<file path="config.mk">
export PLATFORM = sky130hd
export DESIGN_NAME = bcd_down_counter_9_to_0
export DESIGN_NICKNAME = d
export VERILOG_FILES = /design/src/rtl/bcd_pkg.sv /design/src/rtl/bcd_digit_down.sv /design/src/rtl/bcd_down_counter_9_to_0.sv
export SDC_FILE = /design/constraint.sdc
export NUM_CORES = 1
export LEC_CHECK = 0
export CAP_MARGIN = 20
export CORE_MARGIN = 2
export CORE_UTILIZATION = 50
export CTS_BUF_LIST = sky130_fd_sc_hd__clkbuf_16
export DETAILED_ROUTE_END_ITERATION = 7
export DONT_BUFFER_PORTS = 1
export GPL_TIMING_DRIVEN = 0
export HOLD_SLACK_MARGIN = 0.12
export PLACE_DENSITY_LB_ADDON = 0.12
export SLEW_MARGIN = 5
export SYNTH_ARGS = -nofsm -noshare
export SYNTH_HDL_FRONTEND = slang
export SYNTH_HIERARCHICAL = 1
export SYNTH_SLANG_ARGS = --single-unit
</file>
<file path="constraint.sdc">
create_clock -name clk -period 5.3 [get_ports clk]
set_clock_uncertainty 0.2 [all_clocks]
set_input_delay 1.59 -clock clk [delete_from_list [all_inputs] [get_ports clk]]
set_output_delay 1.59 -clock clk [all_outputs]
set_load 0.05 [all_outputs]
</file>
<file path="src/rtl/bcd_pkg.sv">
// Shared constants, FSM encoding and load clamp for the BCD down-counter family.
package bcd_pkg;

    localparam logic [3:0] BCD_MAX = 4'd9;
    localparam logic [3:0] BCD_MIN = 4'd0;

    typedef enum logic [1:0] {
        S_IDLE    = 2'd0,
        S_RUN     = 2'd1,
        S_EXPIRED = 2'd2
    } state_t;

    // Any non-BCD nibble saturates to the largest legal digit.
    function automatic logic [3:0] bcd_clamp(input logic [3:0] d);
        return (d > BCD_MAX) ? BCD_MAX : d;
    endfunction

endpackage

</file>
<file path="src/rtl/bcd_digit_down.sv">
// One BCD digit counting 9 -> 0 with a combinational borrow chain.
module bcd_digit_down
    import bcd_pkg::*;
(
    input  logic       clk,
    input  logic       rst,
    input  logic       ld,
    input  logic [3:0] ld_digit,
    input  logic       bin,
    output logic [3:0] digit,
    output logic       bout
);

    logic [3:0] r_digit;

    always_ff @(posedge clk or negedge rst) begin
        if (!rst) begin
            r_digit <= BCD_MAX;
        end else if (ld) begin
            r_digit <= ld_digit;
        end else if (bin) begin
            r_digit <= (r_digit == BCD_MIN) ? BCD_MAX : r_digit - 4'd1;
        end
    end

    assign digit = r_digit;
    assign bout  = bin && (r_digit == BCD_MIN);

endmodule

</file>
<file path="src/rtl/bcd_down_counter_9_to_0.sv">
// Loadable, enable-gated multi-digit BCD down-counter with done/wrap/load_err pulses.
module bcd_down_counter_9_to_0
    import bcd_pkg::*;
#(
    parameter int DIGITS = 2,
    parameter int WRAP   = 0
) (
    input  logic                  clk,
    input  logic                  rst,
    input  logic                  en,
    input  logic                  load,
    input  logic [4*DIGITS-1:0]   load_val,
    output logic [4*DIGITS-1:0]   cnt,
    output logic                  zero,
    output logic                  done,
    output logic                  wrap,
    output logic                  load_err
);

    localparam int CW = 4 * DIGITS;

    state_t          r_state;
    logic            r_done;
    logic            r_wrap;
    logic            r_load_err;

    logic [CW-1:0]   w_ld_clamped;
    logic [DIGITS-1:0] w_ld_bad;
    logic [DIGITS:0] w_borrow;
    logic            w_dec;
    logic            w_zero;
    logic            w_cnt_is_one;
    logic            w_ld_zero;
    logic            w_wrap_en;

    assign w_wrap_en    = (WRAP != 0);
    assign w_zero       = (cnt == '0);
    assign w_cnt_is_one = (cnt == CW'(1));
    assign w_ld_zero    = (w_ld_clamped == '0);

    // Without wrap, a count parked at 0 must never borrow out of the top digit.
    assign w_dec = en && !load && (r_state != S_EXPIRED) && !(!w_wrap_en && w_zero);
    assign w_borrow[0] = w_dec;

    for (genvar i = 0; i < DIGITS; i++) begin : g_digit
        assign w_ld_clamped[4*i +: 4] = bcd_clamp(load_val[4*i +: 4]);
        assign w_ld_bad[i]            = (load_val[4*i +: 4] > BCD_MAX);

        bcd_digit_down u_digit (
            .clk      (clk),
            .rst      (rst),
            .ld       (load),
            .ld_digit (w_ld_clamped[4*i +: 4]),
            .bin      (w_borrow[i]),
            .digit    (cnt[4*i +: 4]),
            .bout     (w_borrow[i+1])
        );
    end

    always_ff @(posedge clk or negedge rst) begin
        if (!rst) begin
            r_state    <= S_IDLE;
            r_done     <= 1'b0;
            r_wrap     <= 1'b0;
            r_load_err <= 1'b0;
        end else begin
            r_done     <= w_dec && w_cnt_is_one;
            r_wrap     <= w_wrap_en && w_dec && w_borrow[DIGITS];
            r_load_err <= load && (|w_ld_bad);

            if (load) begin
                r_state <= (!w_wrap_en && w_ld_zero) ? S_EXPIRED : S_IDLE;
            end else begin
                case (r_state)
                    S_IDLE, S_RUN: begin
                        if (!en)
                            r_state <= S_IDLE;
                        else if (!w_wrap_en && w_cnt_is_one)
                            r_state <= S_EXPIRED;
                        else
                            r_state <= S_RUN;
                    end
                    S_EXPIRED: r_state <= S_EXPIRED;
                    default:   r_state <= S_IDLE;
                endcase
            end
        end
    end

    assign zero     = w_zero;
    assign done     = r_done;
    assign wrap     = r_wrap;
    assign load_err = r_load_err;

endmodule
</file>
# == Yosys cells after proc, flatten, opt, wreduce, memory -nomap -nowiden ==
# Index checks and enable logic that the tools add are counted.
# word_totals
wordCells,43
inputBits,12
reg_bits,12
# op_classes
n_eq_ne,4
order_cmp,2
addsub,2
n_reduce_logical,17
n_mux,13
# ops
op,n
$mux W4,8
$logic_not A8 Y1,2
$eq A8 B1 Y1 const B,1
$gt A4 B4 Y1 const B,2
$logic_not A4 Y1,2
$mux W2,4
$sub A4 B1 Y4 const B,2
$logic_and A1 B1 Y1,6
$pmux W2 S2,1
$reduce_bool A2 Y1,2
$reduce_or A2 Y1,2
$eq A2 B1 Y1 const B,1
$eq A2 B2 Y1 const B,1
$logic_not A1 Y1,2
$logic_not A2 Y1,1
$ne A2 B2 Y1 const B,1

# == Logic depth before layout (Yosys ltp) ==
# Gate-level depths: netlist (run 1).
# depth
word_depth,7
ltp_mapped,8
ltp_nobuf,8

# == Hierarchy ==
# The synthesis (run 1) kept the hierarchy.
# by_module_without_submodules
module,instances,cells_per_inst,area_per_inst_um2
bcd_digit_down,2,22,234.0
bcd_down_counter_9_to_0,1,34,285.3

# == Worst setup path after synthesis (run 1) ==
# No wires, ideal clock.
# synth_timing
path_kind,register to output
startpoint,register g_digit[1].u_digit.r_digit[1]
endpoint,output zero
required_ps,3510
n_path_buf,0
stages_incl_launch_ff,3
arrival_ps,1926
slack_ps,1584
path_cell_list,dfrtp_1 or4_4 nor2_1
# synth_between
elab_chain_cells,1
# synth_rtl
item,line_no,text
from (decl),bcd_digit_down.sv:14,logic [3:0] r_digit;
from (signal assigned),bcd_digit_down.sv:20,r_digit <= ld_digit;
from (signal assigned),bcd_digit_down.sv:22,r_digit <= (r_digit == BCD_MIN) ? BCD_MAX : r_digit - 4'd1;
$logic_not A8 Y1,bcd_down_counter_9_to_0.sv:37,assign w_zero = (cnt == '0);
to (decl),bcd_down_counter_9_to_0.sv:14,"output logic zero,"
# Every way passes these cells.

# == Worst setup path in the final report (run 1) ==
# Ends and elaborated chain as after synthesis.

==> metrics, run 1 <==
Hold EP=r_state[0]$_DFF_PN0_; cts repair resizes=0; gp weighted congestion=0.698; CTS sink cnt=12; Fmax achieved=249 MHz; # Post-CTS Setup Buffers=0; M3 GR Usage=6.38%; clock root cell=clkbuf_16; largest net degree at the start of global routing=21; relative slew slack=38.3%; vias in the first global route=around 540; Worst EP arrival=2.23 ns; Skew-Pair Late Insertion Delay=0.23 ns; Final #Nets=94; chip width=approximately 43 um; CORE AREA=0.00135 mm2; Ant. Diodes=0; synth warn=6; synthesized cell area=747 um2; CP required=3.51 ns; # IOs=24; period utilization=75.9%; DP Worst Slack=1.51 ns; clock-pin transition on the worst setup and hold timing paths=0.04 ns; Worst setup SP type=flip-flop; P_int=0.217 mW; final setup vio count=0; multi-input logic area=between 400 and 500 um2; Comb pwr share=under 10%; Worst setup EP type=output port; Die Y-Extent=42.7 um; clock network power share=~44%; area grow syn2layout=13.1%; dpl hpwl=1.05 mm; total die area=between 0.0015 and 0.002 mm2; max-slew violation count=0; global-route wire length before repair=2.35 mm; # rows=13; layout cells sized above 1=16.0%; # port buffers=0; Lkg Pwr=approximately 0.31 nW; Hold Path Depth=1; Max clock buf depth=2; R2R depth=8; sequential share of power=46.7%; setup_tns=0 ns; DRC viols=0; Reg area=305 um2; Mapped Cells=77; met1 Use GR=23.8%; grt ovf=0; Avg WL per Cell=14.8 um; maximum VDD drop=204 uV; min Tclk post-route=4.02 ns; most used routing layer=met2; Syn Nets=89; Num CTS Buffers=3; fill cell count=119; M2 GR Usage=between 20% and 30%; flop2flop setup slack=1.83 ns; Vias/cell=5.82; Worst Hold Launch=r_state[1]$_DFF_PN0_; DRT Wirelength=1.42 mm; R2R Path Start=g_digit[1].u_digit/digit[1]$_DFFE_PN0P_; Final Hold Vio Count=0; Tightest Pin Transition=~0.92 ns; reg2reg end=g_digit[1].u_digit/digit[2]$_DFFE_PN0P_; HP Class=flip-flop to flip-flop; WS Path Type=flip-flop to output port; number of hold buffers added after cts=0; max-cap viol count=0; switching share of power=28.9%; Vias=559; P per Cell Area=362 mW/mm2; RSZ-0062 raised after global routing=false; outcome=finished, final reports clean; antenna violations before repair=0; Final ANT Viol Nets=0; total number of H-tree levels=1; Final WS setup=1.28 ns; post-synthesis area per instance=9.70 um2; CTS tree=yes; TritonRoute pass-1 iters=4; Max FO, Critical Path=5; sw power=0.0884 mW; initial drt markers=3; Initial Utilization=between 50% and 60%; Total GRT Usage=between 10% and 20%
## per-stage QoR
stage | cell area, um2 | cells | hold WS (ns) | power, mW | util (%)
after CTS | 845 | 96 | 0.251 | 0.309 | 62.6
after detailed placement | 766 | 92 | 0.246 | 0.172 | 56.7
after floorplan | 747 | 77 | 0.211 | 0.165 | -
after global placement | 766 | 92 | 0.246 | 0.170 | 56.7
after global routing | 845 | 96 | 0.259 | 0.319 | 62.6
final | 845 | 96 | 0.253 | 0.306 | 62.6
## placed cells by master, fill, tap and decap left out, drive strengths merged
| master | n |
|---|---|
| and3 | 1 |
| a21oi | 4 |
| or4 | 2 |
| a211oi | 1 |
| mux2i | 2 |
| xnor2 | 4 |
| a22oi | 1 |
| a21boi | 1 |
| nor3 | 1 |
| clkbuf | 5 |
| nand2 | 7 |
| nor2b | 8 |
| o21ai | 10 |
| conb | 1 |
| nor3b | 2 |
| dfstp | 4 |
| nand2b | 5 |
| dfrtp | 8 |
| nor2 | 3 |
| buf | 1 |
| clkinv | 1 |
| or4b | 2 |
| nor4 | 3 |
| nor4b | 2 |
| and2b | 2 |
## routing by layer
layer  routed length [um]  vias up
met5                    0        -
met3                   78        2
met1                  688      260
li1                     -      280
met4                   14        0
met2                  641       17
## worst max-delay path: stages (launching register included)
cell     delay, ns
dfrtp_1       0.62
or4_4         0.65
nor2_1        0.73
## area by class of cell
class	count	share of cell area (%)
clock buffer	3	8.89
multi-input combinational	62	50.5
clock inverter	1	0.444
buffer	3	1.78
sequential	12	36.1
tap	15	2.22
## worst max path at each step
stage,from,end,slack [ns]
2_1_floorplan,g_digit[1].u_digit/digit[1]$_DFFE_PN0P_,zero,1.58
3_3_place_gp,g_digit[1].u_digit/digit[1]$_DFFE_PN0P_,zero,1.53
3_5_place_dp,g_digit[1].u_digit/digit[1]$_DFFE_PN0P_,zero,1.51
4_1_cts,g_digit[1].u_digit/digit[1]$_DFFE_PN0P_,zero,1.26
5_1_grt,g_digit[1].u_digit/digit[1]$_DFFE_PN0P_,zero,1.21
6_report,g_digit[1].u_digit/digit[1]$_DFFE_PN0P_,zero,1.28
## power groups by stage
stage | sequential, mW | combinational (mW) | clock (mW)
after CTS | 0.143 | 0.0279 | 0.139
after floorplan | 0.140 | 0.0248 | 0
final | 0.143 | 0.0278 | 0.135
after global routing | 0.145 | 0.0309 | 0.143
after detailed placement | 0.144 | 0.0277 | 0
after global placement | 0.143 | 0.0271 | 0
## registers in the layout, indices dropped and copies added (netlist names)
register / count
r_state: 2
load_err: 1
g_digit.u_digit/digit: 8
done: 1
No activity file was read; power rests on OpenSTA's default activity.
==> inputs of run 2 (changes only) <==
==> constraint.sdc (replaced) <==
create_clock -name clk -period 3.4 [get_ports clk]
set_clock_uncertainty 0.2 [all_clocks]
set_input_delay 1.02 -clock clk [delete_from_list [all_inputs] [get_ports clk]]
set_output_delay 1.02 -clock clk [all_outputs]
set_load 0.05 [all_outputs]
==> run 2 against run 1 <==
  * Combinational power up 58%
  * Critical path type is now flip-flop to flip-flop
  * Cell count is the same
  * Sequential share of layout area grew 0.082 points
  * Die area did not move
  * Worst setup slack lost 1.0 ns
  * Global-route usage increased by 0.44 points
  * Clock-buffer cell count unchanged
  * Sequential cell count unchanged
==> metrics, run 2 (same netlist as run 1, synthesis figures left out) <==
Lkg Pwr=0.309 nW; CTS sink cnt=12; R2R depth=8; clock-pin transition on the worst setup and hold timing paths=0.04 ns; clock root cell=clkbuf_16; DRT Wirelength=1.45 mm; CTS tree=yes; Final Hold Vio Count=0; Skew-Pair Late Insertion Delay=0.23 ns; dpl hpwl=1.05 mm; relative slew slack=55.3%; worst-case hold slack=approximately 0.25 ns; Tightest Pin Transition=0.671 ns; period utilization=between 90 and 100%; Avg WL per Cell=15.1 um; number of hold buffers added after cts=0; HP Class=flip-flop to flip-flop; most frequent cells in the layout=8 x nor2b_1, 8 x o21ai_0, 7 x nand2_1; Worst setup EP type=flip-flop; # port buffers=0; Die Y-Extent=42.7 um; WS Path Type=flip-flop to flip-flop; Final WS setup=0.244 ns; P per Cell Area=approximately 560 mW/mm2; Initial Utilization=55.3%; DP Worst Slack=-0.0600 ns; DRC viols=0; Worst Hold Launch=r_state[1]$_DFF_PN0_; gp weighted congestion=0.698; TritonRoute pass-1 iters=2; CORE AREA=between 0.001 and 0.0015 mm2; max-slew violation count=0; Max FO, Critical Path=7; Vias=approximately 550; Max clock buf depth=2; maximum VDD drop=324 uV; layout cells sized above 1=19.8%; total die area=0.00182 mm2; Worst EP arrival=3.07 ns; area grow syn2layout=13.7%; total number of H-tree levels=1; initial drt markers=3; vias in the first global route=549; grt ovf=0; Hold Path Depth=1; Ant. Diodes=0; R2R Path Start=g_digit[0].u_digit/digit[1]$_DFFE_PN0P_; chip width=42.7 um; antenna violations before repair=0; final setup vio count=0; total power=0.479 mW; # IOs=24; Final ANT Viol Nets=0; final core occ=between 60% and 70%; global-route wire length before repair=2.39 mm; Final Cell Area=850 um2; min Tclk post-route=approximately 3.2 ns; Num CTS Buffers=3; worst setup path start=g_digit[0].u_digit/digit[1]$_DFFE_PN0P_; max-cap viol count=0; largest net degree at the start of global routing=21; # rows=13; outcome=finished, final reports clean; max FFs per register=8; Cell Area, Placed=766 um2; RSZ-0062 raised after global routing=false; Vias/cell=5.70; Worst setup SP type=flip-flop; Fmax achieved=317 MHz; Final #Nets=94; Total GRT Usage=between 10% and 20%; CP required=3.32 ns
-- run 2: what timing repair did --
| item | in CTS | in global routing |
|---|---|---|
| buffers inserted | 0 | 0 |
| resized for setup | 1 | 2 |
| setup endpoints to repair | 2 | 1 |
-- run 2: path summary, 6_finish.rpt --
kind / to / slack (ns)
setup / recovery: g_digit[1].u_digit/digit[2]$_DFFE_PN0P_ / 0.24
hold / removal: r_state[0]$_DFF_PN0_ / 0.25
setup reg to reg: g_digit[1].u_digit/digit[2]$_DFFE_PN0P_ / 0.24
hold reg to reg: r_state[0]$_DFF_PN0_ / 0.25
max in group asynchronous: g_digit[1].u_digit/digit[3]$_DFFE_PN1P_ / 2.55
min in group asynchronous: done$_DFF_PN0_ / 0.28
-- run 2: final cells by class --
| class | count | area (um2) |
|---|---|---|
| Tap cell | 15 | 18.8 |
| Clock buffer | 3 | 75.1 |
| Clock inverter | 1 | 3.75 |
| Fill cell | 118 | 500 |
| Buffer | 3 | 15.0 |
| Sequential cell | 12 | 308 |
| Multi-Input combinational cell | 62 | 429 |
-- run 2: layer usage --
| layer | vias up | part of all wire [%] | track usage, % |
|---|---|---|---|
| li1 | 279 | - | - |
| met1 | 249 | 49 | 23.8 |
| met2 | 17 | 45 | 27.0 |
| met3 | 2 | 5.4 | 6.38 |
| met4 | 0 | 0.96 | 5.63 |
| met5 | - | 0 | 0 |
-- run 2: worst max-delay path, stage by stage (launching register included) --
cell and delay (ns):
dfrtp_1 0.77, or4_1 0.23, nor2_2 0.13, nor3_1 0.45, nor4b_4 0.33, nor2b_1 0.33
nor3b_2 0.27, mux2i_1 0.23, o21ai_0 0.09
-- run 2: report_power, final --
part	leakage, nW	total [mW]	internal [mW]	switching [mW]
Combinational	0.128	0.0440	0.0245	0.0196
Clock	0.0385	0.212	0.155	0.0577
Sequential	0.142	0.223	0.160	0.0624
Total	0.309	0.479	0.339	0.140
-- run 2: metrics by stage --
stage	instances	setup TNS, ns
floorplan	77	0
CTS	96	0
finish	96	0
detailed placement	92	-0.0600
global placement	92	-0.0344
global route	96	0
==> inputs of run 3 (changes only) <==
--- a/config.mk
+++ b/config.mk
@@ -5,9 +5,10 @@
 export SDC_FILE = /design/constraint.sdc
 export NUM_CORES = 1
 export LEC_CHECK = 0
+export ABC_CLOCK_PERIOD_IN_PS = 3400
 export CAP_MARGIN = 20
 export CORE_MARGIN = 2
-export CORE_UTILIZATION = 50
+export CORE_UTILIZATION = 53
 export CTS_BUF_LIST = sky130_fd_sc_hd__clkbuf_16
 export DETAILED_ROUTE_END_ITERATION = 7
 export DONT_BUFFER_PORTS = 1
==> run 3 against run 2 <==
  * Cell count is the same
  * Via count grew 0.91%
  * Worst hold slack gained 0.0043 ns
  * Global-route usage grew 1.5 points
  * Sequential share of layout area shrank 0.19 points
  * Die area shrank 5.1%
  * Critical path type is now flip-flop to output port
  * Highest routed layer unchanged
==> metrics, run 3 (same netlist as run 1, synthesis figures left out) <==
total power=0.480 mW; Crit-path slowest cell=or4_4; reg2reg end=g_digit[1].u_digit/digit[2]$_DFFE_PN0P_; Ant. Diodes=0; gp weighted congestion=0.683; M3 GR Usage=under 10%; global-route wire length before repair=roughly 2.6 mm; M2 GR Usage=29.4%; initial drt markers=9; Hold Path Depth=1; Max clock buf depth=2; CORE AREA=0.00130 mm2; DP Cell Count=92; CTS tree=yes; TritonRoute pass-1 iters=4; worst-case hold slack=about 0.26 ns; layout cells sized above 1=17.3%; chip width=41.5 um; Cell Area, Placed=approximately 770 um2; relative slew slack=between 50 and 60%; # port buffers=0; R2R Path Start=g_digit[1].u_digit/digit[1]$_DFFE_PN0P_; crit path cell chain=or4_4, nor2_2; Final Hold Vio Count=0; RSZ-0062 raised after global routing=false; Final #Nets=between 90 and 100; fill cell count=roughly 110; Die Y-Extent=41.5 um; min Tclk post-route=approximately 3.2 ns; Avg WL per Cell=15.1 um; Hold EP=r_state[0]$_DFF_PN0_; Vias/cell=5.75; final core occ=65.1%; CTS sink cnt=12; multi-input logic area=around 430 um2; Max FO, Critical Path=5; P per Cell Area=~570 mW/mm2; Num CTS Buffers=3; vias in the first global route=a little under 600; Final ANT Viol Nets=0; Worst setup SP type=flip-flop; most used routing layer=met2; setup_tns=0 ns; Tightest Pin Transition=0.690 ns; Total GRT Usage=between 15 and 20%; Final Cell Area=~850 um2; Reg area=just over 300 um2; met1 Use GR=between 20% and 30%; HP Class=flip-flop to flip-flop; total number of H-tree levels=1; period utilization=94.6%; Worst Hold Launch=r_state[1]$_DFF_PN0_; DP Worst Slack=-0.0669 ns; # rows=13; most frequent cells in the layout=8 x nor2b_1, 8 x o21ai_0, 8 x dfrtp_1; final setup vio count=0; Crit path buffers/inverters=0; max FFs per register=8; CP required=roughly 2.2 ns; Initial Utilization=~57%; Fmax achieved=between 300 and 400 MHz; # IOs=24; WS Path Type=flip-flop to output port; max-slew violation count=0; Lkg Pwr=0.311 nW; DRC viols=0; maximum VDD drop=310 uV; Largest stage delay, worst path=0.66 ns; Post-Layout Cell Count=96; clock-pin transition on the worst setup and hold timing paths=0.04 ns; Worst setup EP type=output port; max-cap viol count=0; R2R depth=8; antenna violations before repair=0; Skew-Pair Late Insertion Delay=0.24 ns; outcome=finished, final reports clean; flop2flop setup slack=0.23 ns; grt ovf=0; area grow syn2layout=13.4%; total die area=0.00173 mm2; Vias=552; largest net degree at the start of global routing=21; Final WS setup=0.183 ns; clock root cell=clkbuf_16; # Post-CTS Setup Buffers=0; DRT Wirelength=1.45 mm; CP delay by family, top=simple AND/OR/NAND/NOR gates; Worst EP arrival=2.00 ns
-- run 3: cell counts in the layout (fill, tap and decap cells not counted) --
Identical to the previous run, type by type.
-- run 3: worst max-delay path by stage --
stage	from	end	slack [ns]	cells after the start
global route	g_digit[1].u_digit/digit[1]$_DFFE_PN0P_	g_digit[1].u_digit/digit[2]$_DFFE_PN0P_	0.04	8
floorplan	g_digit[1].u_digit/digit[1]$_DFFE_PN0P_	g_digit[1].u_digit/digit[2]$_DFFE_PN0P_	0.14	8
detailed placement	g_digit[1].u_digit/digit[1]$_DFFE_PN0P_	g_digit[1].u_digit/digit[2]$_DFFE_PN0P_	-0.07	8
finish	g_digit[1].u_digit/digit[1]$_DFFE_PN0P_	zero	0.18	2
CTS	g_digit[1].u_digit/digit[1]$_DFFE_PN0P_	zero	0.16	2
global placement	g_digit[1].u_digit/digit[1]$_DFFE_PN0P_	g_digit[1].u_digit/digit[2]$_DFFE_PN0P_	-0.02	8
-- run 3: repair_timing --
item                       CTS  global route
setup endpoints to repair    4             0
hold buffers                 0             0
resized for setup            1             0
-- run 3: final cells by class --
cell class                 count  share of cell area, %
buffer                         3                   1.77
multi-input combinational     62                   50.7
clock inverter                 1                  0.443
tap                           15                   2.22
sequential                    12                   36.0
clock buffer                   3                   8.86
-- run 3: metal layers --
layer	vias up	share of wire, %
met1	251	44
met4	0	0.35
met3	2	7.5
met5	-	0
met2	20	48
li1	279	-
-- run 3: where the power goes --
group	internal (mW)	switching, mW	leakage, nW
Combinational	0.0245	0.0202	0.128
Clock	0.155	0.0587	0.0385
Sequential	0.160	0.0622	0.144
